File: config.mk
export PLATFORM = sky130hd
export DESIGN_NAME = parity_tx_scheduler
export DESIGN_NICKNAME = d
export VERILOG_FILES = /design/src/rtl/parity_sched_pkg.sv /design/src/rtl/parity_tx_scheduler_rr_arbiter.sv /design/src/rtl/parity_tx_scheduler.sv
export SDC_FILE = /design/constraint.sdc
export NUM_CORES = 1
export LEC_CHECK = 0
export CORE_MARGIN = 3
export CORE_UTILIZATION = 51
export CTS_CLUSTER_SIZE = 25
export DETAILED_ROUTE_END_ITERATION = 8
export GPL_TIMING_DRIVEN = 1
export PLACE_DENSITY_LB_ADDON = 0.12
export SKIP_LAST_GASP = 1
export SLEW_MARGIN = 5
export SYNTH_ARGS = -nofsm -noshare
export SYNTH_HDL_FRONTEND = slang
export SYNTH_SLANG_ARGS = --single-unit
File: constraint.sdc
create_clock -name clk -period 5.2 [get_ports clk]
set_input_delay 1.56 -clock clk [delete_from_list [all_inputs] [get_ports clk]]
set_output_delay 1.56 -clock clk [all_outputs]
set_load 0.02 [all_outputs]
File: src/rtl/parity_sched_pkg.sv
// Shared definitions for the parity transmit scheduler.
//   state_e  : scheduler FSM encoding (IDLE / SHIFT / PARITY)
//   ACC_INIT : parity accumulator seed; a seed of 1 yields odd parity
//   id_w()   : width of a requester index (at least 1 bit)
package parity_sched_pkg;

  typedef enum logic [1:0] {
    IDLE   = 2'b00,
    SHIFT  = 2'b01,
    PARITY = 2'b10
  } state_e;

  localparam logic ACC_INIT = 1'b1;

  function automatic int id_w(input int n);
    return (n <= 2) ? 1 : $clog2(n);
  endfunction

endpackage

File: src/rtl/parity_tx_scheduler_rr_arbiter.sv
// Combinational round-robin arbiter.
//   i_req    : request vector
//   i_ptr    : index of the highest-priority requester this cycle
//   i_enable : when low, no grant is issued
//   o_gnt    : one-hot grant (zero when nothing is requested or disabled)
//   o_idx    : encoded index of the granted requester
module rr_arbiter
  import parity_sched_pkg::*;
#(
  parameter int NREQ = 4
) (
  input  logic [NREQ-1:0]           i_req,
  input  logic [id_w(NREQ)-1:0]     i_ptr,
  input  logic                      i_enable,
  output logic [NREQ-1:0]           o_gnt,
  output logic [id_w(NREQ)-1:0]     o_idx
);

  localparam int IDW = id_w(NREQ);

  logic w_found;

  // For the active pointer value p, scan p, p+1, ... with wrap and take the
  // first requester found. Every index is a loop constant after unrolling.
  always_comb begin
    o_gnt   = '0;
    o_idx   = '0;
    w_found = 1'b0;
    for (int p = 0; p < NREQ; p++) begin
      if (i_ptr == IDW'(p)) begin
        for (int k = 0; k < NREQ; k++) begin
          if (i_enable && !w_found && i_req[(p + k) % NREQ]) begin
            w_found                = 1'b1;
            o_gnt[(p + k) % NREQ]  = 1'b1;
            o_idx                  = IDW'((p + k) % NREQ);
          end
        end
      end
    end
  end

endmodule

File: src/rtl/parity_tx_scheduler.sv
// Round-robin scheduler sharing one serial odd-parity transmit path between
// NREQ requesters. A granted W-bit word is sent LSB-first followed by one
// parity beat that makes the total count of ones in the frame odd.
//   clk, reset   : clock and synchronous active-high reset
//   req_valid    : per-requester word available
//   req_data     : requester i word at [i*W +: W]
//   req_ready    : one-hot grant, only while idle
//   ser_bit      : current serial bit
//   ser_valid    : ser_bit is valid
//   ser_last     : current beat is the parity beat
//   ser_ready    : downstream accepts the beat
//   ser_id       : requester owning the current frame
//   busy         : a frame is in progress
//   frames_sent  : completed frames, wrapping
module parity_tx_scheduler
  import parity_sched_pkg::*;
#(
  parameter int NREQ = 4,
  parameter int W    = 3,
  parameter int CNTW = 16
) (
  input  logic                    clk,
  input  logic                    reset,
  input  logic [NREQ-1:0]         req_valid,
  input  logic [NREQ*W-1:0]       req_data,
  output logic [NREQ-1:0]         req_ready,
  output logic                    ser_bit,
  output logic                    ser_valid,
  output logic                    ser_last,
  input  logic                    ser_ready,
  output logic [id_w(NREQ)-1:0]   ser_id,
  output logic                    busy,
  output logic [CNTW-1:0]         frames_sent
);

  localparam int IDW = id_w(NREQ);
  localparam int BCW = id_w(W);
  localparam logic [BCW-1:0] LAST_BIT = BCW'(W - 1);
  localparam logic [IDW-1:0] LAST_ID  = IDW'(NREQ - 1);

  state_e           r_state;
  logic [W-1:0]     r_shreg;
  logic [BCW-1:0]   r_bitcnt;
  logic             r_acc;
  logic [IDW-1:0]   r_ptr;
  logic [IDW-1:0]   r_id;
  logic [CNTW-1:0]  r_frames;

  logic [NREQ-1:0]  w_gnt;
  logic [IDW-1:0]   w_idx;
  logic [W-1:0]     w_word;
  logic             w_idle;
  logic             w_take;

  assign w_idle = (r_state == IDLE);

  rr_arbiter #(.NREQ(NREQ)) u_arb (
    .i_req    (req_valid),
    .i_ptr    (r_ptr),
    .i_enable (w_idle),
    .o_gnt    (w_gnt),
    .o_idx    (w_idx)
  );

  // Grants only ever go to valid requesters, so any grant is an accept.
  assign w_take = |w_gnt;

  always_comb begin
    w_word = '0;
    for (int i = 0; i < NREQ; i++) begin
      if (w_gnt[i]) w_word = req_data[i*W +: W];
    end
  end

  always_ff @(posedge clk) begin
    if (reset) begin
      r_state  <= IDLE;
      r_shreg  <= '0;
      r_bitcnt <= '0;
      r_acc    <= ACC_INIT;
      r_ptr    <= '0;
      r_id     <= '0;
      r_frames <= '0;
    end else begin
      case (r_state)
        IDLE: begin
          if (w_take) begin
            r_shreg  <= w_word;
            r_id     <= w_idx;
            r_ptr    <= (w_idx == LAST_ID) ? '0 : w_idx + IDW'(1);
            r_bitcnt <= '0;
            r_acc    <= ACC_INIT;
            r_state  <= SHIFT;
          end
        end
        SHIFT: begin
          // Parity is folded in one bit at a time as each data beat leaves.
          if (ser_ready) begin
            r_acc    <= r_acc ^ r_shreg[0];
            r_shreg  <= r_shreg >> 1;
            r_bitcnt <= r_bitcnt + BCW'(1);
            if (r_bitcnt == LAST_BIT) r_state <= PARITY;
          end
        end
        PARITY: begin
          if (ser_ready) begin
            r_frames <= r_frames + CNTW'(1);
            r_state  <= IDLE;
          end
        end
        default: r_state <= IDLE;
      endcase
    end
  end

  always_comb begin
    ser_valid = (r_state == SHIFT) || (r_state == PARITY);
    ser_last  = (r_state == PARITY);
    ser_bit   = 1'b0;
    if (r_state == SHIFT)  ser_bit = r_shreg[0];
    if (r_state == PARITY) ser_bit = r_acc;
  end

  assign req_ready   = w_gnt;
  assign ser_id      = r_id;
  assign busy        = !w_idle;
  assign frames_sent = r_frames;

endmodule

==> results.md, run 1 <==
* Post-CTS sizing at 0
* Total grt overflow at 0
* Critical path origin: req_valid[1]
* # hold bufs at CTS at 0
* Port bufs at 44
* Detail Route Antenna Nets at 0
* Area Overhead vs Synth at 30.76%
* HP Class: register to register
* Post-Syn Area at around 0.0016 mm2
* Worst r2r path cells at 9
* Crit Path Class: input pin to output port
* Pre-antenna DRT Iters at 5
* Die H at 62.35 um
* CTS clk-pin slew, worst paths at 0.15 ns
* Max clock buf depth at 2
* Power Dens Cells at between 300 and 400 mW/mm2
* WP data arrival at 3.45 ns
* Post-Synth XOR/XNOR Area at under 10%
* Initial antenna violation count at 0
* Largest net degree at the start of global routing at 30
* # IOs at 45
* Clock Power Share at a little over a fifth
* Count of cell types in the netlist at 44
* Vias in the first global route at about 1,500
* Antenna cells at 0
* GP Congestion at 0.8511
* Clock latency on the worst-skew pair at 0.34 ns
* Primary FF master, synth: dfxtp_1
* Standard-cell row count at 19
* Number of H-tree levels at 1
* Slew HR at between 20% and 30%
* Worst Setup Start Kind: input pin
* Total number of vias at between 1,500 and 2,000
* Max Clock Skew at 0.002739 ns
* Worst r2r src: r_state[0]
* Register bit total from synthesis at 28
* # nets final at between 200 and 300
* Critical-path maximum fanout at 7
* Reg power frac at 39.1%
* Worst R2R End: r_ptr[1]
* Syn_nets at between 200 and 250
* Largest family of logic cells by synthesized area: simple AND/OR/NAND/NOR gates
* Post-Synth Adder-Cell Area at about 5.4%
* Vias/cell at 5.728
* Clock root buffer: clkbuf_4
* Top cell by count, worst path: clkdlybuf4s50_1
* Mux cell area share after synthesis at 1.855%
* Slowest-stage cell, CP: clkdlybuf4s50_1
* Nature of the critical path endpoint: output port
* WHS at 0.4749 ns
* Starting Density at 55.82%
* Gate power share at a little under 40%
* Total routed wirelength at roughly 4200 um
* Setup Viol. Count Final at 0
* Fmax at between 0.15 and 0.2 GHz
* Final setup margin at roughly 0.19 ns
* Worst slew pin tran at between 1 and 1.5 ns
* Core area at about 0.0029 mm2
* DRC Markers at 0
* Unrepaired setup endpoints after global routing: no
* Post-Synthesis Cells at 194
* GRT Resource Usage Total at 22.49%
* Status: complete, no violations
* Seq/Total Area, Yosys at about a third
* Die Span X at around 62 um
* Critical Path End: req_ready[0]
* Setup WS pre-CTS at ~0.23 ns
* Syn avg cell area at between 8 and 9 um2
* R2R setup slack at roughly 2.8 ns
* Sw frac at a little over a third
* Max cap viols at 0
* First-pass GRT wire length at 7251 um
* Asr flop ratio synth at 0%
* Area of the die at 0.003887 mm2
* Period minus WS final at 5.008 ns
* VDD IR max at between 0.00015 and 0.0002 V
* Cells along the critical path: clkdlybuf4s50_1, nor2_2, a211oi_1, nor2_1, clkdlybuf4s50_1
* Final hold viol count at 0
* Setup bufs post-CTS at 0
* Internal Pwr Total at about 0.43 mW
* Fraction of layout cells with a size suffix above 1 at 5.556%
* Area fraction in compound gates after synthesis at between 10% and 20%
* Setup_tns at 0 ns
* Post-DR wirelength/cell at approximately 15 um
* First-iteration detailed-routing DRC count at ~140
* Psw at around 0.24 mW
* Slew Limit Fails at 0
* Post-synth EDFFs at 0
* Final period util at 96.30%
* Yosys warnings at 0
* Pleak at 0.7875 nW
* CTS tree: done
* Worst Path Required at 3.64 ns
* Crit path largest cell delay at approximately 0.7 ns
* Clk sink count at 28
* Detailed placement HPWL at between 3000 and 4000 um
* CTS Buf Count at 3
* Synth Area in Simple Gates at about a quarter
cell usage in the layout, fill, tap and decap left out, drive strengths merged, types with 2 or more instances in the layout:
cell type / instances
mux2i: 3
nand2: 15
nand4: 5
nor2: 29
inv: 6
o211a: 2
a21o: 2
nand2b: 3
buf: 2
nand3: 12
xor2: 12
clkdlybuf4s50: 44
xnor2: 3
a222oi: 2
and3: 2
a211oi: 7
o21ai: 7
dfxtp: 28
and2: 4
or3: 2
nor4: 4
ha: 7
and4: 2
clkbuf: 3
a21oi: 13
or2: 2
metal layers:
metal  track usage [%]  share of wire [%]
met3             5.045                4.7
met1             27.84                 44
met5                 0                  0
met2             38.04                 50
met4             8.540                1.4
worst max-delay path: cells and delay by family:
kind / cells / cell delay [ns]
AOI/OAI and AO/OA: 1 / 0.06
and+or+nand+nor: 2 / 0.60
buffers and inverters: 2 / 1.23
sequential cells by signal (all words and copies together) (netlist names):
register	count
r_state	2
r_shreg	3
r_acc	1
frames_sent	16
r_ptr	2
ser_id	2
r_bitcnt	2
metrics by stage:
stage          cell area (um2)  std cells  power [mW]  utilization (%)
6_report                  2117        276      0.6636            72.99
5_1_grt                   2117        276      0.6988            72.99
4_1_cts                   2117        276      0.6608            72.99
3_5_place_dp              2064        272      0.5161            71.18
3_3_place_gp              2064        272      0.5038            71.18
2_1_floorplan             1619        194      0.4352                -
final cells by class:
cell class	count	area, um2
Clock buffer	3	22.52
Clock inverter	1	30.03
Fill cell	230	783.3
Inverter	6	22.52
Multi-Input combinational cell	150	973.4
Sequential cell	28	560.5
Tap cell	42	52.55
Timing Repair Buffer	46	455.4
cell families after synthesis:
kind of cell,after synthesis
multiplexers,3
buffers and inverters,16
AO/OA/AOI/OAI,44
flip-flops,28
adder cells (fa/ha/maj),7
AND/OR/NAND/NOR,81
XOR/XNOR,15
cell usage after synthesis, types with 2 or more instances:
library cell | instances | share of area (%)
a211oi_1 | 6 | 2.8
a21o_1 | 2 | 0.93
a21oi_1 | 13 | 4.0
a222oi_1 | 2 | 1.2
and2_1 | 3 | 1.2
and3_1 | 2 | 0.77
and4_1 | 2 | 1.1
buf_2 | 2 | 0.62
buf_6 | 3 | 2.1
clkbuf_1 | 5 | 1.2
dfxtp_1 | 28 | 35
ha_1 | 7 | 5.4
inv_1 | 6 | 1.4
mux2i_1 | 3 | 1.9
nand2_1 | 15 | 3.5
nand2b_1 | 3 | 1.2
nand3_1 | 12 | 3.7
nand4_1 | 5 | 1.9
nor2_1 | 28 | 6.5
nor4_1 | 2 | 0.77
o211a_1 | 2 | 1.2
o21ai_0 | 6 | 1.9
or2_2 | 2 | 0.77
or3_1 | 2 | 0.77
xnor2_1 | 3 | 1.6
xor2_1 | 12 | 6.5
worst min-delay path by stage:
stage                     slack, ns  depth (start not counted)           to         from
after global placement         0.44                          2  r_bitcnt[0]  r_bitcnt[0]
after floorplan                0.44                          2  r_bitcnt[1]  r_bitcnt[1]
after CTS                      0.47                          2  r_bitcnt[0]  r_bitcnt[0]
after detailed placement       0.45                          2  r_bitcnt[0]  r_bitcnt[0]
final                          0.47                          2  r_bitcnt[0]  r_bitcnt[0]
after global routing           0.50                          2  r_bitcnt[0]  r_bitcnt[0]
power groups by stage:
stage | Sequential (mW) | Clock (mW) | Combinational, mW
3_5_place_dp | 0.263 | 0 | 0.254
5_1_grt | 0.262 | 0.157 | 0.280
6_report | 0.260 | 0.145 | 0.259
2_1_floorplan | 0.259 | 0 | 0.176
3_3_place_gp | 0.260 | 0 | 0.243
4_1_cts | 0.258 | 0.146 | 0.257
Power figures use the tool's default switching activity.
==> run 2: changes to the inputs <==
--- a/config.mk
+++ b/config.mk
@@ -6,7 +6,7 @@
 export NUM_CORES = 1
 export LEC_CHECK = 0
 export CORE_MARGIN = 3
-export CORE_UTILIZATION = 51
+export CORE_UTILIZATION = 45
 export CTS_CLUSTER_SIZE = 25
 export DETAILED_ROUTE_END_ITERATION = 8
 export GPL_TIMING_DRIVEN = 1
@@ -15,4 +15,5 @@
 export SLEW_MARGIN = 5
 export SYNTH_ARGS = -nofsm -noshare
 export SYNTH_HDL_FRONTEND = slang
+export SYNTH_HIERARCHICAL = 1
 export SYNTH_SLANG_ARGS = --single-unit
==> results.md, run 2 <==
* Core area at 0.003442 mm2 (+19%)
* CTS tree: done
* CP delay by family, top: buffers and inverters
* Clk sink count at 28 (unchanged)
* Fraction of layout cells with a size suffix above 1 at 5.263% (-0.29 points)
* First-iteration detailed-routing DRC count at 89 (-35%)
* Cells along the critical path: clkdlybuf4s50_1, a21oi_1, o21ai_0, o21ai_0, clkdlybuf4s50_1
* Crit path largest cell delay at 0.65 ns (-0.05 ns)
* WP data arrival at 3.26 ns (-0.19 ns)
* Die H at 66.65 um (+6.9%)
* Area of the die at 0.004442 mm2 (+14%)
* Starting Density at 48.09% (-7.7 points)
* Post-DP Area at 0.002138 mm2 (+3.6%)
* Vias/cell at 5.355 (-6.5%)
* Worst Path Buf+Inv at 2 (unchanged)
* Synth top cells by count: 28 x dfxtp_1, 21 x nor2_1, 19 x nand2_1, 17 x o21ai_0, 13 x a21oi_1
* Final Cell Area at 0.002193 mm2 (+3.6%)
* Post-Syn Area at 0.001655 mm2 (+2.2%)
* HP Class: register to register
* Antenna cells at 0 (unchanged)
* Count of cell types in the netlist at 43 (-2.3%)
* Period minus WS final at 4.819 ns (-0.1886 ns)
* Setup_tns at 0 ns (unchanged)
* Post-Route Utilization at 63.72% (-9.3 points)
* Largest register FFs at 16 (unchanged)
* Initial antenna violation count at 0 (unchanged)
* Most frequent cells in the layout: 44 x clkdlybuf4s50_1, 28 x dfxtp_1, 21 x nor2_1, 19 x nand2_1, 17 x o21ai_0
* Slew HR at 30.29% (+0.76 points)
* Total number of vias at 1,569 (-0.76%)
* Clock latency on the worst-skew pair at 0.27 ns (-0.07 ns)
* Detail Route Antenna Nets at 0 (unchanged)
* # hold bufs at CTS at 0 (unchanged)
* DRC Markers at 0 (unchanged)
* Yosys top cell area share at 33.86% (-0.76 points)
* Max clock buf depth at 2 (unchanged)
* Final hold viol count at 0 (unchanged)
* Worst slew pin tran at 1.042 ns (-0.01138 ns)
* Post-Synthesis Cells at 204 (+5.2%)
* Detailed placement HPWL at 2687 um (-13%)
* Dominant cells by area after synthesis: dfxtp_1 34%, ha_1 5.3%, o21ai_0 5.1%, nor2_1 4.8%, xor2_1 4.8%
* Standard-cell row count at 21 (+2)
* CTS clk-pin slew, worst paths at 0.09 ns (-0.06 ns)
* Die Span X at 66.65 um (+6.9%)
* Fmax at 0.2075 GHz (+3.9%)
* Asr flop ratio synth at 0% (unchanged)
* Syn avg cell area at 8.114 um2 (-2.8%)
* Register bit total from synthesis at 28 (unchanged)
* Unrepaired setup endpoints after global routing: no
* Final period util at 92.68% (-3.6 points)
* Total grt overflow at 0 (unchanged)
* VDD IR max at 0.0002126 V (+20%)
* Largest net degree at the start of global routing at 31 (+3.3%)
* Setup WS pre-CTS at 0.3929 ns (+0.1658 ns)
* CTS Buf Count at 3 (unchanged)
* Worst Setup Start Kind: input pin
* Post-synth EDFFs at 0 (unchanged)
* Pleak at 0.7907 nW (+0.42%)
* Total routed wirelength at 3577 um (-16%)
* Power Dens Cells at 400.2 mW/mm2 (+28%)
* Commonest non-fill, non-tap cell in the layout: clkdlybuf4s50_1
* Setup Viol. Count Final at 0 (unchanged)
* Syn_nets at 230 (+4.5%)
* Post-DR wirelength/cell at 12.21 um (-21%)
* Primary FF master, synth: dfxtp_1
* Clock root buffer: clkbuf_8
* # IOs at 45 (unchanged)
* Seq/Total Area, Yosys at 33.86% (-0.76 points)
* Slowest-stage cell, CP: clkdlybuf4s50_1
* Setup bufs post-CTS at 0 (unchanged)
* Critical-path maximum fanout at 5 (-2)
* Max cap viols at 0 (unchanged)
* Yosys warnings at 6 (+6)
* Most numerous cell in the Yosys netlist: dfxtp_1
* Number of H-tree levels at 1 (unchanged)
* GP Congestion at 0.7794 (-8.4%)
* Slew Limit Fails at 0 (unchanged)
* # nets final at 274 (+5.0%)
* Status: complete, no violations
* Biggest area consumer among synthesized cells: dfxtp_1
* First-pass GRT wire length at 6106 um (-16%)
* Nature of the critical path endpoint: output port
* Port bufs at 44 (unchanged)
* Final setup margin at 0.3808 ns (+0.1886 ns)
* GRT Resource Usage Total at 17.03% (-5.5 points)
* Worst Path Required at 3.64 ns (about the same)
* Area Overhead vs Synth at 32.50%
* Crit Path Class: input pin to output port
* Pre-antenna DRT Iters at 4 (-1)
* Post-CTS sizing at 0 (unchanged)
* Vias in the first global route at 1,378 (-10%)
* Max Clock Skew at 0.007641 ns (+0.004902 ns)
[run 2: cell count changes in the layout (fill, tap and decap cells not counted), sizes merged, moves of 4 or more]
cell	change
o21ai	+10
nor2	-7
nor3	+6
a211oi	-5
inv	+4
nand2	+4
nand3	-4
nor2b	+4
[run 2: kinds of logic (layout without fill, tap and decap cells)]
kind of cell	Yosys count	in the layout	synth area share (%)
XOR/XNOR	11	11	5.821
buffers and inverters	19	62	4.988
AO/OA/AOI/OAI	52	52	20.94
multiplexers	4	4	2.419
AND/OR/NAND/NOR	83	83	26.68
flip-flops	28	28	33.86
adder cells (fa/ha/maj)	7	7	5.291
[run 2: path summary, 6_finish.rpt]
check	start	end	slack, ns	depth (start not counted)
hold / removal	frames_sent[15]	frames_sent[15]	0.50	2
hold reg to reg	frames_sent[15]	frames_sent[15]	0.50	2
setup / recovery	req_valid[0]	req_ready[2]	0.38	5
setup reg to reg	r_state[1]	r_acc	2.42	9
[run 2: worst register-to-register path: cells and delay by family, from the launching register on]
kind            cells  cell delay [ns]
compound gates      4             1.01
simple gates        2             0.53
buf+inv             2             0.33
flops               1             0.32
fa+ha+maj           1             0.46
[run 2: area by class of cell]
cell class,instances,area (um2)
well taps,46,57.56
fillers,301,1249
clock buffers,4,55.05
multi-input cells,157,1012
repair buffers,48,470.5
flip-flops and latches,28,560.5
inverters,10,37.54
[run 2: power breakdown]
part           leakage, nW  internal, mW  switching, mW
Sequential           0.227         0.247         0.0307
Combinational        0.535         0.209          0.261
Clock               0.0288        0.0677         0.0628
Total                0.791         0.524          0.354
[run 2: through the flow]
stage,instances,power (mW),hold slack [ns]
floorplan,204,0.6138,0.5032
global placement,289,0.7520,0.4673
detailed placement,289,0.7528,0.4859
CTS,293,0.8881,0.4996
global route,293,0.9492,0.5451
finish,293,0.8779,0.4988
[run 2: layer usage]
layer | vias up | share of wire (%) | global-route usage, %
li1 | 818 | - | -
met1 | 712 | 49 | 23.69
met2 | 35 | 45 | 27.10
met3 | 4 | 4.7 | 3.710
met4 | 0 | 0.64 | 3.046
met5 | - | 0 | 0
